==> src/rtl/mem_arbiter_pkg.sv <==
// rtl/mem_arbiter_pkg.sv - shared types and defaults for the fetch/data memory arbiter
package mem_arbiter_pkg;

    // Consecutive DM grants tolerated while an IF request waits.
    localparam int unsigned STARVE_LIMIT_DEF = 3;

    // Instruction fetches are always full-word, unsigned.
    localparam logic [1:0] SIZE_WORD = 2'b10;

    typedef enum logic [1:0] {
        IDLE = 2'd0,
        REQ  = 2'd1,
        RESP = 2'd2
    } arb_state_t;

    typedef enum logic {
        OWN_IF = 1'b0,
        OWN_DM = 1'b1
    } owner_t;

    typedef struct packed {
        logic        we;
        logic [31:0] addr;
        logic [31:0] wdata;
        logic [1:0]  size;
        logic        sign;
        owner_t      owner;
    } mem_cmd_t;

endpackage

==> src/rtl/mem_arbiter_if.sv <==
// rtl/mem_arbiter_if.sv - shared memory bus between the arbiter (master) and memory (slave)
//   master: drives mem_req_o/mem_we_o/mem_addr_o/mem_wdata_o/mem_size_o/mem_sign_o,
//           samples mem_gnt_i/mem_rvalid_i/mem_rdata_i
//   slave : the mirror image
interface mem_arbiter_if;
    logic        mem_req_o;
    logic        mem_we_o;
    logic [31:0] mem_addr_o;
    logic [31:0] mem_wdata_o;
    logic [1:0]  mem_size_o;
    logic        mem_sign_o;
    logic        mem_gnt_i;
    logic        mem_rvalid_i;
    logic [31:0] mem_rdata_i;

    modport master (
        output mem_req_o, mem_we_o, mem_addr_o, mem_wdata_o, mem_size_o, mem_sign_o,
        input  mem_gnt_i, mem_rvalid_i, mem_rdata_i
    );

    modport slave (
        input  mem_req_o, mem_we_o, mem_addr_o, mem_wdata_o, mem_size_o, mem_sign_o,
        output mem_gnt_i, mem_rvalid_i, mem_rdata_i
    );
endinterface

==> src/rtl/mem_arb_pick.sv <==
// rtl/mem_arb_pick.sv - winner select (DM priority with IF anti-starvation) and streak counter
//   clk, rst_ni : clock, async active-low reset
//   arb_en_i    : arbitration slot this cycle (arbiter idle)
//   if_pend_i   : fetch request pending
//   dm_pend_i   : data request pending
//   if_win_o    : IF granted this cycle
//   dm_win_o    : DM granted this cycle
module mem_arb_pick
    import mem_arbiter_pkg::*;
#(
    parameter int unsigned STARVE_LIMIT = STARVE_LIMIT_DEF
) (
    input  logic clk,
    input  logic rst_ni,
    input  logic arb_en_i,
    input  logic if_pend_i,
    input  logic dm_pend_i,
    output logic if_win_o,
    output logic dm_win_o
);

    localparam int SW = (STARVE_LIMIT < 1) ? 1 : $clog2(STARVE_LIMIT + 1);
    localparam logic [SW-1:0] LIMIT = SW'(STARVE_LIMIT);

    logic [SW-1:0] streak_q, streak_d;
    logic          starved;

    assign starved = if_pend_i && (streak_q >= LIMIT);

    always_comb begin
        dm_win_o = 1'b0;
        if_win_o = 1'b0;
        streak_d = streak_q;
        if (arb_en_i) begin
            if (dm_pend_i && !starved) begin
                dm_win_o = 1'b1;
                // Only count DM wins that actually made a fetch wait; saturate at the limit.
                if (if_pend_i && (streak_q < LIMIT)) begin
                    streak_d = streak_q + 1'b1;
                end
            end else if (if_pend_i) begin
                if_win_o = 1'b1;
                streak_d = '0;
            end
        end
    end

    always_ff @(posedge clk or negedge rst_ni) begin
        if (!rst_ni) begin
            streak_q <= '0;
        end else begin
            streak_q <= streak_d;
        end
    end

endmodule

==> src/rtl/mem_arbiter.sv <==
// rtl/mem_arbiter.sv - single-outstanding arbiter sharing one memory port between fetch and data
//   clk, rst_ni          : clock, async active-low reset
//   if_req_i/if_addr_i   : fetch request; if_flush_i squashes the outstanding fetch
//   if_rdata_o/if_valid_o/if_stall_o : fetch result, completion pulse, stall
//   dm_rd_en_i/dm_wr_en_i/dm_addr_i/dm_wdata_i/dm_size_i/dm_sign_i : data access
//   dm_rdata_o/dm_valid_o/dm_stall_o : load result, completion pulse, stall
//   mem                  : memory bus (master side)
//   err_o                : sticky error, response seen with nothing outstanding
module mem_arbiter
    import mem_arbiter_pkg::*;
#(
    parameter int unsigned STARVE_LIMIT = STARVE_LIMIT_DEF
) (
    input  logic        clk,
    input  logic        rst_ni,
    input  logic        if_req_i,
    input  logic [31:0] if_addr_i,
    input  logic        if_flush_i,
    output logic [31:0] if_rdata_o,
    output logic        if_valid_o,
    output logic        if_stall_o,
    input  logic        dm_rd_en_i,
    input  logic        dm_wr_en_i,
    input  logic [31:0] dm_addr_i,
    input  logic [31:0] dm_wdata_i,
    input  logic [1:0]  dm_size_i,
    input  logic        dm_sign_i,
    output logic [31:0] dm_rdata_o,
    output logic        dm_valid_o,
    output logic        dm_stall_o,
    mem_arbiter_if.master mem,
    output logic        err_o
);

    arb_state_t  state_q, state_d;
    mem_cmd_t    cmd_q, cmd_d;
    logic        discard_q, discard_d;
    logic        err_q, err_d;
    logic [31:0] if_rdata_q, if_rdata_d;
    logic [31:0] dm_rdata_q, dm_rdata_d;
    logic        if_valid_q, if_valid_d;
    logic        dm_valid_q, dm_valid_d;

    logic        dm_pend;
    logic        if_win, dm_win;

    assign dm_pend = dm_rd_en_i | dm_wr_en_i;

    mem_arb_pick #(.STARVE_LIMIT(STARVE_LIMIT)) u_pick (
        .clk       (clk),
        .rst_ni    (rst_ni),
        .arb_en_i  (state_q == IDLE),
        .if_pend_i (if_req_i),
        .dm_pend_i (dm_pend),
        .if_win_o  (if_win),
        .dm_win_o  (dm_win)
    );

    always_comb begin
        state_d    = state_q;
        cmd_d      = cmd_q;
        discard_d  = discard_q;
        err_d      = err_q;
        if_rdata_d = if_rdata_q;
        dm_rdata_d = dm_rdata_q;
        if_valid_d = 1'b0;
        dm_valid_d = 1'b0;

        if (mem.mem_rvalid_i && (state_q != RESP)) begin
            err_d = 1'b1;
        end

        // A squash only matters once the fetch is on the bus; it is remembered so the
        // late response can be swallowed.
        if (if_flush_i && (cmd_q.owner == OWN_IF) && (state_q != IDLE)) begin
            discard_d = 1'b1;
        end

        case (state_q)
            IDLE: begin
                if (dm_win) begin
                    cmd_d   = '{we: dm_wr_en_i, addr: dm_addr_i, wdata: dm_wdata_i,
                                size: dm_size_i, sign: dm_sign_i, owner: OWN_DM};
                    state_d = REQ;
                end else if (if_win) begin
                    cmd_d   = '{we: 1'b0, addr: if_addr_i, wdata: 32'h0,
                                size: SIZE_WORD, sign: 1'b0, owner: OWN_IF};
                    state_d = REQ;
                end
            end
            REQ: begin
                if (mem.mem_gnt_i) begin
                    state_d = RESP;
                end
            end
            RESP: begin
                if (mem.mem_rvalid_i) begin
                    if (cmd_q.owner == OWN_IF) begin
                        if (!(discard_q || if_flush_i)) begin
                            if_rdata_d = mem.mem_rdata_i;
                            if_valid_d = 1'b1;
                        end
                    end else begin
                        if (!cmd_q.we) begin
                            dm_rdata_d = mem.mem_rdata_i;
                        end
                        dm_valid_d = 1'b1;
                    end
                    discard_d = 1'b0;
                    state_d   = IDLE;
                end
            end
            default: state_d = IDLE;
        endcase
    end

    always_ff @(posedge clk or negedge rst_ni) begin
        if (!rst_ni) begin
            state_q    <= IDLE;
            cmd_q      <= '0;
            discard_q  <= 1'b0;
            err_q      <= 1'b0;
            if_rdata_q <= 32'h0;
            dm_rdata_q <= 32'h0;
            if_valid_q <= 1'b0;
            dm_valid_q <= 1'b0;
        end else begin
            state_q    <= state_d;
            cmd_q      <= cmd_d;
            discard_q  <= discard_d;
            err_q      <= err_d;
            if_rdata_q <= if_rdata_d;
            dm_rdata_q <= dm_rdata_d;
            if_valid_q <= if_valid_d;
            dm_valid_q <= dm_valid_d;
        end
    end

    // Bus is driven only while a command is being offered, so it reads as zero otherwise.
    always_comb begin
        mem.mem_req_o   = (state_q == REQ);
        mem.mem_we_o    = mem.mem_req_o & cmd_q.we;
        mem.mem_addr_o  = mem.mem_req_o ? cmd_q.addr  : 32'h0;
        mem.mem_wdata_o = mem.mem_req_o ? cmd_q.wdata : 32'h0;
        mem.mem_size_o  = mem.mem_req_o ? cmd_q.size  : 2'b00;
        mem.mem_sign_o  = mem.mem_req_o & cmd_q.sign;
    end

    assign if_rdata_o = if_rdata_q;
    assign dm_rdata_o = dm_rdata_q;
    assign if_valid_o = if_valid_q;
    assign dm_valid_o = dm_valid_q;
    assign if_stall_o = if_req_i & ~if_valid_q;
    assign dm_stall_o = dm_pend & ~dm_valid_q;
    assign err_o      = err_q;

endmodule

==> src/flat_wrapper.sv <==
// flat-port wrapper written by rule: the top's interface ports become plain ports
module mem_arbiter_flat import mem_arbiter_pkg::*;
#(
    parameter int unsigned STARVE_LIMIT = STARVE_LIMIT_DEF
)
  (clk, rst_ni, if_req_i, if_addr_i, if_flush_i, if_rdata_o, if_valid_o, if_stall_o, dm_rd_en_i, dm_wr_en_i, dm_addr_i, dm_wdata_i, dm_size_i, dm_sign_i, dm_rdata_o, dm_valid_o, dm_stall_o, err_o, mem_mem_req_o, mem_mem_we_o, mem_mem_addr_o, mem_mem_wdata_o, mem_mem_size_o, mem_mem_sign_o, mem_mem_gnt_i, mem_mem_rvalid_i, mem_mem_rdata_i);
  mem_arbiter_if mem_i ();
  input  logic clk;
  input  logic rst_ni;
  input  logic if_req_i;
  input  logic [31:0] if_addr_i;
  input  logic if_flush_i;
  output logic [31:0] if_rdata_o;
  output logic if_valid_o;
  output logic if_stall_o;
  input  logic dm_rd_en_i;
  input  logic dm_wr_en_i;
  input  logic [31:0] dm_addr_i;
  input  logic [31:0] dm_wdata_i;
  input  logic [1:0] dm_size_i;
  input  logic dm_sign_i;
  output logic [31:0] dm_rdata_o;
  output logic dm_valid_o;
  output logic dm_stall_o;
  output logic err_o;
  output wire logic [$bits(mem_i.mem_req_o)-1:0] mem_mem_req_o;
  output wire logic [$bits(mem_i.mem_we_o)-1:0] mem_mem_we_o;
  output wire logic [$bits(mem_i.mem_addr_o)-1:0] mem_mem_addr_o;
  output wire logic [$bits(mem_i.mem_wdata_o)-1:0] mem_mem_wdata_o;
  output wire logic [$bits(mem_i.mem_size_o)-1:0] mem_mem_size_o;
  output wire logic [$bits(mem_i.mem_sign_o)-1:0] mem_mem_sign_o;
  input wire logic [$bits(mem_i.mem_gnt_i)-1:0] mem_mem_gnt_i;
  input wire logic [$bits(mem_i.mem_rvalid_i)-1:0] mem_mem_rvalid_i;
  input wire logic [$bits(mem_i.mem_rdata_i)-1:0] mem_mem_rdata_i;
  assign mem_mem_req_o = mem_i.mem_req_o;
  assign mem_mem_we_o = mem_i.mem_we_o;
  assign mem_mem_addr_o = mem_i.mem_addr_o;
  assign mem_mem_wdata_o = mem_i.mem_wdata_o;
  assign mem_mem_size_o = mem_i.mem_size_o;
  assign mem_mem_sign_o = mem_i.mem_sign_o;
  assign mem_i.mem_gnt_i = mem_mem_gnt_i;
  assign mem_i.mem_rvalid_i = mem_mem_rvalid_i;
  assign mem_i.mem_rdata_i = mem_mem_rdata_i;
  mem_arbiter #(.STARVE_LIMIT(STARVE_LIMIT)) u_core (.clk(clk), .rst_ni(rst_ni), .if_req_i(if_req_i), .if_addr_i(if_addr_i), .if_flush_i(if_flush_i), .if_rdata_o(if_rdata_o), .if_valid_o(if_valid_o), .if_stall_o(if_stall_o), .dm_rd_en_i(dm_rd_en_i), .dm_wr_en_i(dm_wr_en_i), .dm_addr_i(dm_addr_i), .dm_wdata_i(dm_wdata_i), .dm_size_i(dm_size_i), .dm_sign_i(dm_sign_i), .dm_rdata_o(dm_rdata_o), .dm_valid_o(dm_valid_o), .dm_stall_o(dm_stall_o), .mem(mem_i), .err_o(err_o));
endmodule
==> config.mk <==
export PLATFORM = sky130hd
export DESIGN_NAME = mem_arbiter_flat
export DESIGN_NICKNAME = d
export VERILOG_FILES = /design/src/rtl/mem_arbiter_pkg.sv /design/src/rtl/mem_arbiter_if.sv /design/src/rtl/mem_arb_pick.sv /design/src/rtl/mem_arbiter.sv /design/src/flat_wrapper.sv
export SDC_FILE = /design/constraint.sdc
export NUM_CORES = 1
export LEC_CHECK = 0
export BUFFER_PORTS_ARGS = -buffer_cell sky130_fd_sc_hd__clkbuf_2
export CORE_AREA = 2 2 135 137
export CTS_BUF_LIST = sky130_fd_sc_hd__clkbuf_4
export DETAILED_ROUTE_END_ITERATION = 6
export DIE_AREA = 0 0 137 139
export GPL_ROUTABILITY_DRIVEN = 0
export GPL_TIMING_DRIVEN = 1
export SLEW_MARGIN = 20
export SYNTH_ARGS = -nofsm -noshare
export SYNTH_HDL_FRONTEND = slang
export SYNTH_HIERARCHICAL = 1
export SYNTH_SLANG_ARGS = --single-unit
==> constraint.sdc <==
create_clock -name clk -period 2.1 [get_ports clk]
set_clock_uncertainty 0.2 [all_clocks]
set_input_delay 0 -clock clk [delete_from_list [all_inputs] [get_ports clk]]
set_output_delay 0 -clock clk [all_outputs]
set_load 0.02 [all_outputs]
-- Yosys cells after proc, flatten, opt, wreduce, memory -nomap -nowiden
Index checks and enable logic that the tools add are counted.
- output and inout port bits: 138
- bits in registers: 141
- equality and inequality tests: 7
- mux-type cells: 28
- magnitude comparators: 2
- bitwise operators: 10
- $add $sub $neg: 1
- reductions and logical operators: 17
- operators by type and width (kind ; count):
    2-to-1 mux 69 bit ; 2
    2-to-1 mux 32 bit ; 2
    2-to-1 mux 2 bit ; 8
    2-to-1 mux 1 bit ; 15
    AND reduction 4 bit ; 2
    logical AND 1 bit ; 6
    case mux 2 bit (3 select lines) ; 1
    AND reduction 3 bit ; 2
    nonzero test 2 bit ; 3
    NOT 1 bit ; 5
    bitwise AND 1 bit ; 4
    != test 2 x 1 -> 1 bit, second input constant ; 2
    != test 2 bit, second input constant ; 2
    != test 3 x 1 -> 1 bit, second input constant ; 1
    adder 2 x 1 -> 2 bit, second input constant ; 1
    equality test 2 x 1 -> 1 bit, second input constant ; 1
    equality test 2 bit, second input constant ; 1
    greater-or-equal comparator 2 bit, second input constant ; 1
    zero test 2 bit ; 1
    < comparator 2 bit, second input constant ; 1
    AND reduction 2 bit ; 1
    zero test 1 bit ; 1
    logical OR 1 bit ; 1
    bitwise OR 1 bit ; 1

-- Depth between registers and ports, before layout
Gate-level depths: netlist of run 1.
- depth after elaboration: 9
- depth in mapped cells: 8
- depth with buffers taken out: 5

-- Hierarchy
The synthesis of run 1 kept the hierarchy.
- modules (own cells, without submodules) (module ; cells each ; area each (um^2) ; instances ; seq. area each (um^2)):
    mem_arbiter ; 425 ; 5955.7 ; 1 ; 3478.3
    mem_arb_pick ; 11 ; 115.1 ; 1 ; 50.0

-- Least setup slack after synthesis of run 1
OpenSTA, ideal clock, no wires.
- path type: reg-to-reg
- from: register u_core.state_q[1]
- to: register u_core/cmd_q[38] (netlist name)
- path slack: -90 ps
- arrival: 1865 ps
- setup time: 125 ps
- stages on the path, launching flop included: 8
- data required time: 1775 ps
- cell sequence: dfrtp_1 > nor2_1 > nand2_1 > a21oi_1 > buf_2 > clkbuf_1 > mux2_2 > mux2_2
- cells in the longest elaborated chain, start to end: 4
- elaborated cells between the ends (all ways): 6
- RTL lines (what ; line ; RTL):
    start, declared ; mem_arbiter.sv:35 ; arb_state_t state_q, state_d;
    start signal, assigned ; mem_arbiter.sv:128 ; state_q <= state_d;
    zero test 2 bit (*) ; mem_arbiter.sv:52 ; .arb_en_i (state_q == IDLE),
    2-to-1 mux 1 bit (*) ; mem_arb_pick.sv:34 ; if (arb_en_i) begin
    net u_core.dm_win ; mem_arbiter.sv:45 ; logic if_win, dm_win;
    nonzero test 2 bit (no source line) ; -- ;
    AND reduction 2 bit (no source line) ; -- ;
    end signal, assigned ; mem_arbiter.sv:129 ; cmd_q <= cmd_d;
    end, declared ; mem_arbiter.sv:36 ; mem_cmd_t cmd_q, cmd_d;
The timed path passes the listed nets; every way through them passes the cells marked *.
A chain may end at the register's enable or synchronous reset.

-- Worst setup path in the final report of run 1
- from: input dm_wr_en_i
- to: register u_core/cmd_q[54] (netlist name)
- cells in the longest elaborated chain, start to end: 6
- elaborated cells between the ends (all ways): 9
- RTL lines (what ; line ; RTL):
    start, declared ; flat_wrapper.sv:17 ; input logic dm_wr_en_i;
    bitwise OR 1 bit (*) ; mem_arbiter.sv:47 ; assign dm_pend = dm_rd_en_i | dm_wr_en_i;
    net u_core.dm_pend ; mem_arbiter.sv:44 ; logic dm_pend;
    logical AND 1 bit (*) ; mem_arb_pick.sv:35 ; if (dm_pend_i && !starved) begin
    2-to-1 mux 1 bit (*) ; mem_arb_pick.sv:35 ;
    2-to-1 mux 1 bit (*) ; mem_arb_pick.sv:34 ;
    net u_core.dm_win ; mem_arbiter.sv:45 ;
    nonzero test 2 bit (no source line) ; -- ;
    AND reduction 2 bit (no source line) ; -- ;
Marked as above.

==> run metrics, run 1 <==
final-layout fill cell count 1,327; EDFF count, synth 0; Async SR Flop Fraction 1.00; number of iterations in the first detailed-routing pass 4; # port buffers 276; root buffer cell clkbuf_4; violations in the final reports setup timing; Final period util 1.01; first-pass GRT wire length 31.7 mm; Antenna Violating Nets Remaining 0; total of flip-flops plus latches after synthesis 141; largest net degree at the start of global routing 61; dominant register cell in the synthesized netlist dfrtp_1; maximum frequency from static timing analysis 471 MHz; number of standard cells in the final layout excluding fillers 1,164; final number of max-transition violations 0; path type of the worst min-delay path in -> reg; share of the synthesized area in the top cell type 0.581; kind of end point of the critical path register; category of the worst setup path launch point primary input; Initial Utilization 0.344; most used standard cells in the synthesized netlist 141 x dfrtp_1, 125 x mux2_2, 68 x and2_1; per-cell routed wire length 18.5 µm; Area contributors post-synth dfrtp_1 58%, mux2_2 23%, and2_1 7.0%, a22o_1 5.2%, buf_2 1.1%; die boundary width 137 µm; netlist area before placement 6070 µm²; average instance area after synthesis 13.9 µm²; dpl hpwl 11.9 mm; overall power 14.3 mW; number of antenna violations at the first check in global routing 1; Via-to-Cell Ratio 4.74; number of sinks on the clock net 141; final setup margin -0.0211 ns; Core Box Area 17,700 µm²; remaining routing DRC violations 0; number of max-cap violations 0; top-count cell post-synth dfrtp_1; die extent in y 139 µm; Distinct cells, synth 27; total non-filler cell area in the finished layout 10,800 µm²; static leakage 5.29 nW; vias 5,522; synthesis-to-layout area growth 78.6%; final setup violation count 8; Placed Cells incl. Taps 927; largest vdd supply drop 0.627 mV; register area share after synthesis 0.581; clock edge transition at the registers on the reported setup and hold paths 0.12 ns; kind of critical path in -> reg; count of boundary I/O pins 277; result of the run finished with violations; Overall Global Routing Usage 0.217; row count 49; data required time at the worst endpoint 2.33 ns; number of buffers inserted during clock tree synthesis 17; number of instances in the synthesized netlist 436; clock tree from TritonCTS done; CTS HTree Levels 4; post-layout net count 1,062; Max Root-Sink Buffers 2; violation count after the first detailed-route iteration 127; final sum of negative setup slack -0.0553 ns; full die area 19,000 µm²; largest fanout on the critical path 17; crit path DAT 2.35 ns; Synth warnings 6; cell area after placement 7820 µm²; final wirelength 21.5 mm; synthesized netlist net count 576; total global routing overflow 0; relative max-transition margin 0.663; cell accounting for the most synthesized area dfrtp_1; fraction of final layout cells sized beyond drive strength 1 0.535; post-layout minimum cycle time 2.12 ns; transition time of the tightest slew-check pin 0.506 ns; via count of the first global-routing pass 6,124; RSZ-0062 raised after global routing yes; final count of hold timing violations 0; Clk Latency, worst-skew pair 0.54 ns; Power per Cell Area 1320 nW/µm²
registers in the layout (all words and copies together) (netlist names):
signal                  flops
u_core/cmd_q               69
u_core/dm_rdata_o          32
u_core/if_rdata_o          32
u_core/state_q              2
u_core/u_pick/streak_q      2
u_core/discard_q            1
u_core/dm_valid_o           1
u_core/err_o                1
u_core/if_valid_o           1
cells in the final DEF (no fill, tap or decap), types with 4 or more instances in the layout:
cell type,netlist,final
clkbuf_2,0,211
dlygate4sd3_1,0,190
dfrtp_1,141,141
mux2_2,125,124
clkbuf_8,0,42
and2_1,68,39
a22o_1,36,36
and2_4,0,29
clkbuf_4,0,22
buf_8,0,16
buf_6,3,10
buf_4,0,10
buf_12,0,10
inv_1,6,5
nor2b_1,5,5
mux2_1,4,4
cell type report:
| cell class | instances | area [µm²] | share of cell area |
|---|---|---|---|
| clock inverter | 10 | 68.8 | 0.00635 |
| tap | 229 | 287 | 0.0264 |
| multi-input combinational | 262 | 2520 | 0.233 |
| clock buffer | 21 | 158 | 0.0145 |
| inverter | 6 | 26.3 | 0.00242 |
| sequential | 141 | 3530 | 0.325 |
| antenna | 1 | 2.50 | 0.000231 |
| timing repair buffer | 494 | 4250 | 0.392 |
cell families after synthesis:
family / after synthesis / synth area share
flops: 141 / 0.581
simple gates: 85 / 0.0868
compound gates: 45 / 0.0627
buf+inv: 35 / 0.0280
fa+ha+maj: 1 / 0.00206
mux: 129 / 0.239
critical path: stages:
cell and delay [ns]:
dlygate4sd3_1 0.56, clkbuf_2 0.12, or2_2 0.33, nand2_1 0.11, a21oi_4 0.07, buf_12 0.17, o21ai_4 0.38, clkbuf_16 0.26
mux2_2 0.34
per-layer routing:
metal	wire length [µm]	vias up	GRT usage
met5	0	-	0
met4	958	0	0.124
met3	1070	73	0.0548
met2	11800	196	0.396
met1	7760	2740	0.220
li1	-	2513	-
through the flow:
step,hold WS [ns],setup WS [ns],utilization
6_report,0.0283,-0.0211,0.614
5_1_grt,-0.0165,-0.105,0.614
4_1_cts,0.000232,-0.0459,0.594
3_5_place_dp,-0.218,0.0179,0.443
3_3_place_gp,-0.226,0.0692,0.443
2_1_floorplan,-0.496,-0.0901,-
final timing paths:
check	startpoint	cells past startpoint	to	slack (ns)
setup / recovery	dm_wr_en_i	9	u_core/cmd_q[54]	-0.02
hold / removal	dm_wdata_i[30]	3	u_core/cmd_q[34]	0.03
setup reg to reg	u_core/u_pick/streak_q[0]	6	u_core/cmd_q[54]	-0.02
hold reg to reg	u_core/err_o	1	u_core/err_o	0.29
max in group asynchronous	rst_ni	4	u_core/cmd_q[28]	0.70
min in group asynchronous	rst_ni	3	u_core/cmd_q[60]	0.31
power by group:
part           leakage (nW)  switching [mW]  internal (mW)
sequential             1.75           0.694           3.98
combinational          3.41            3.91           4.26
clock                 0.127           0.982          0.511
total                  5.29            5.58           8.75
timing repair:
| action | CTS | global route |
|---|---|---|
| endpoints found under the hold margin | 281 | 6 |
| hold buffers | 184 | 6 |
| setup endpoints to repair | 67 | 99 |
| gates cloned | 1 | 7 |
| buffers inserted | 3 | 4 |
| resized for setup | 129 | 63 |
| pin swaps | 4 | 5 |
(Power assumes the default switching activity.)
==> run 2: changes to the inputs <==
--- a/config.mk
+++ b/config.mk
@@ -5,6 +5,7 @@
 export SDC_FILE = /design/constraint.sdc
 export NUM_CORES = 1
 export LEC_CHECK = 0
+export ABC_AREA = 0
 export BUFFER_PORTS_ARGS = -buffer_cell sky130_fd_sc_hd__clkbuf_2
 export CORE_AREA = 2 2 135 137
 export CTS_BUF_LIST = sky130_fd_sc_hd__clkbuf_4
@@ -12,6 +13,7 @@
 export DIE_AREA = 0 0 137 139
 export GPL_ROUTABILITY_DRIVEN = 0
 export GPL_TIMING_DRIVEN = 1
+export REMOVE_ABC_BUFFERS = 1
 export SLEW_MARGIN = 20
 export SYNTH_ARGS = -nofsm -noshare
 export SYNTH_HDL_FRONTEND = slang
==> run 2 against run 1 <==
The flow now stops in clock tree synthesis (4_1_cts). Area after synthesis stayed put. Synthesized cell count stayed put.
==> run metrics, run 2 <==
Max Root-Sink Buffers 2 (unchanged); total of flip-flops plus latches after synthesis 141 (unchanged); Async SR Flop Fraction 1.00 (unchanged); EDFF count, synth 0 (unchanged); cell accounting for the most synthesized area dfrtp_1; top-count cell post-synth dfrtp_1; Synth warnings 6 (unchanged); # port buffers 276 (unchanged); cell area after placement 7840 µm² (+0.22%); average instance area after synthesis 13.9 µm² (unchanged); netlist area before placement 6070 µm² (unchanged); die extent in y 139 µm (unchanged); count of boundary I/O pins 277 (unchanged); post_cts resized 58 (-55%); halt point of the flow clock tree synthesis (4_1_cts); most used standard cells in the synthesized netlist 141 x dfrtp_1, 125 x mux2_2, 68 x and2_1; dpl hpwl 11.5 mm (-3.7%); CTS Hold Buffers Added 194 (+5.4%); number of instances in the synthesized netlist 436 (unchanged); Area contributors post-synth dfrtp_1 58%, mux2_2 23%, and2_1 7.0%, a22o_1 5.2%, buf_2 1.1%; dominant register cell in the synthesized netlist dfrtp_1; die boundary width 137 µm (unchanged); row count 49 (unchanged); share of the synthesized area in the top cell type 0.581 (unchanged); tool error message [ERROR RSZ-0060] Max buffer count reached.; root buffer cell clkbuf_4; Initial Utilization 0.344 (unchanged); buffers inserted by post-CTS timing repair 3 (unchanged); number of buffers inserted during clock tree synthesis 17 (unchanged); number of sinks on the clock net 141 (unchanged); result of the run did not finish; register area share after synthesis 0.581 (unchanged); Distinct cells, synth 27 (unchanged); CTS HTree Levels 4 (unchanged)
## run 2: through the flow
stage / util / setup slack [ns] / setup TNS, ns / std cells
floorplan: - / -3.18 / -263.99 / 407
global placement: 0.444 / 0.110 / 0 / 926
detailed placement: 0.444 / 0.0340 / 0 / 926
## run 2: logic make-up after synthesis
| group | Yosys count | synth area share |
|---|---|---|
| muxes | 129 | 0.239 |
| DFF | 141 | 0.581 |
| buffers and inverters | 35 | 0.0280 |
| and+or+nand+nor | 85 | 0.0868 |
| AOI/OAI and AO/OA | 45 | 0.0627 |
| adders and majority gates | 1 | 0.00206 |
==> run 3: changes to the inputs <==
--- a/config.mk
+++ b/config.mk
@@ -7,12 +7,12 @@
 export LEC_CHECK = 0
 export ABC_AREA = 0
 export BUFFER_PORTS_ARGS = -buffer_cell sky130_fd_sc_hd__clkbuf_2
-export CORE_AREA = 2 2 135 137
-export CTS_BUF_LIST = sky130_fd_sc_hd__clkbuf_4
+export CORE_AREA = 2 2 178 180
 export DETAILED_ROUTE_END_ITERATION = 6
-export DIE_AREA = 0 0 137 139
+export DIE_AREA = 0 0 180 182
 export GPL_ROUTABILITY_DRIVEN = 0
 export GPL_TIMING_DRIVEN = 1
+export PLACE_DENSITY_LB_ADDON = 0.15
 export REMOVE_ABC_BUFFERS = 1
 export SLEW_MARGIN = 20
 export SYNTH_ARGS = -nofsm -noshare
==> constraint.sdc (replaced) <==
create_clock -name clk -period 2.75 [get_ports clk]
set_clock_uncertainty 0.2 [all_clocks]
set_input_delay 0 -clock clk [delete_from_list [all_inputs] [get_ports clk]]
set_output_delay 0 -clock clk [all_outputs]
set_load 0.02 [all_outputs]
==> run 3 against run 2 <==
The run now ends clean.
==> run metrics, run 3 (synthesis gave the netlist of run 1 again) <==
result of the run complete, no violations; Core Box Area 31,000 µm²; crit path DAT 2.75 ns; final number of max-transition violations 0; cell chain of the critical path nor2_1 > nand2_1 > a21oi_4 > buf_12 > mux2_2 > dlygate4sd3_1 > mux2_2; cell repeated most along the worst path mux2_2; number of antenna violations at the first check in global routing 1; Max Root-Sink Buffers 2 (unchanged); Final period util 0.960; row count 65 (+33%); RSZ-0062 raised after global routing no; fraction of final layout cells sized beyond drive strength 1 0.519; post-layout minimum cycle time 2.64 ns; commonest non-fill, non-tap cell in the layout clkbuf_2; post_cts resized 0 (-100%); maximum frequency from static timing analysis 379 MHz; number of max-cap violations 0; remaining routing DRC violations 0; Largest register FFs 69; final sum of negative setup slack 0 ns; transition time of the tightest slew-check pin 0.646 ns; Overall Global Routing Usage 0.115; number of buffers inserted during clock tree synthesis 17 (unchanged); CTS HTree Levels 4 (unchanged); root buffer cell clkbuf_16; die boundary width 180 µm (+31%); largest fanout on the critical path 34; buffers inserted by post-CTS timing repair 0 (-3); overall power 10.8 mW; Initial Utilization 0.196 (-0.148); first-pass GRT wire length 29.7 mm; synthesis-to-layout area growth 64.2%; category of the worst setup path launch point register; worst-path cell with the longest stage delay dlygate4sd3_1; post-layout net count 991; vias 5,062; total global routing overflow 0; worst reg2reg setup slack 0.11 ns; Antenna Violating Nets Remaining 0; data required time at the worst endpoint 2.87 ns; top library cells by usage in the layout, fill and taps aside 275 x clkbuf_2, 141 x dfrtp_1, 140 x dlygate4sd3_1; Clk Latency, worst-skew pair 0.42 ns; Placed Cells incl. Taps 1,094 (+18%); count of boundary I/O pins 277 (unchanged); via count of the first global-routing pass 5,512; cell area after placement 7990 µm² (+2.0%); kind of end point of the critical path register; Critical Path Max Stage Delay 0.57 ns; relative max-transition margin 0.569; Via-to-Cell Ratio 4.00; full die area 32,800 µm²; dpl hpwl 12.0 mm (+4.8%); final wirelength 18.7 mm; final setup violation count 0; clock edge transition at the registers on the reported setup and hold paths 0.07 ns; total non-filler cell area in the finished layout 9970 µm²; kind of critical path reg -> reg; number of standard cells in the final layout excluding fillers 1,267; die extent in y 182 µm (+31%); violation count after the first detailed-route iteration 136; Core Util, Final 0.322; Power per Cell Area 1080 nW/µm²; largest net degree at the start of global routing 71; number of iterations in the first detailed-routing pass 3; static leakage 4.88 nW; per-cell routed wire length 14.8 µm; final setup margin 0.110 ns; # port buffers 276 (unchanged); number of sinks on the clock net 141 (unchanged); CTS Hold Buffers Added 140 (-28%); post-placement worst setup slack 0.532 ns (+0.498 ns); final count of hold timing violations 0; path type of the worst min-delay path in -> reg; largest vdd supply drop 0.413 mV; register name with the most flops u_core/cmd_q; worst hold margin 0.129 ns; clock tree from TritonCTS done
-- run 3: critical path, delay by kind of cell (launching register included) --
kind / cells / cell delay [ns]
flops: 1 / 0.46
simple gates: 2 / 0.29
compound gates: 1 / 0.14
buf+inv: 2 / 0.81
mux: 2 / 0.63
-- run 3: cell type report --
cell class / count / area, µm²
fillers: 3218 / 21000
clock buffers: 18 / 429
well taps: 402 / 503
multi-input cells: 260 / 2410
repair buffers: 425 / 2930
inverters: 6 / 22.5
flip-flops and latches: 141 / 3530
clock inverters: 14 / 145
diodes: 1 / 2.50
-- run 3: worst paths after layout --
check,from,to,depth (start not counted)
min,dm_wdata_i[0],u_core/cmd_q[4],3
max in group asynchronous,rst_ni,u_core/cmd_q[64],4
min in group asynchronous,rst_ni,u_core/dm_rdata_o[26],3
min reg2reg,u_core/err_o,u_core/err_o,1
max reg2reg,u_core/state_q[1],u_core/cmd_q[49],7
max,u_core/state_q[1],u_core/cmd_q[49],7
-- run 3: routing by layer --
metal | share of wire | vias to the layer above | GRT usage
met2 | 0.46 | 205 | 0.187
met3 | 0.084 | 16 | 0.0451
met1 | 0.45 | 2488 | 0.139
met4 | 0.012 | 0 | 0.0387
met5 | 0 | - | 0
li1 | - | 2353 | -
-- run 3: power breakdown --
group | leakage [nW] | switching (mW) | internal, mW
clock network | 0.272 | 0.971 | 1.33
registers | 1.75 | 0.460 | 3.05
logic | 2.85 | 2.61 | 2.37
total | 4.88 | 4.04 | 6.75
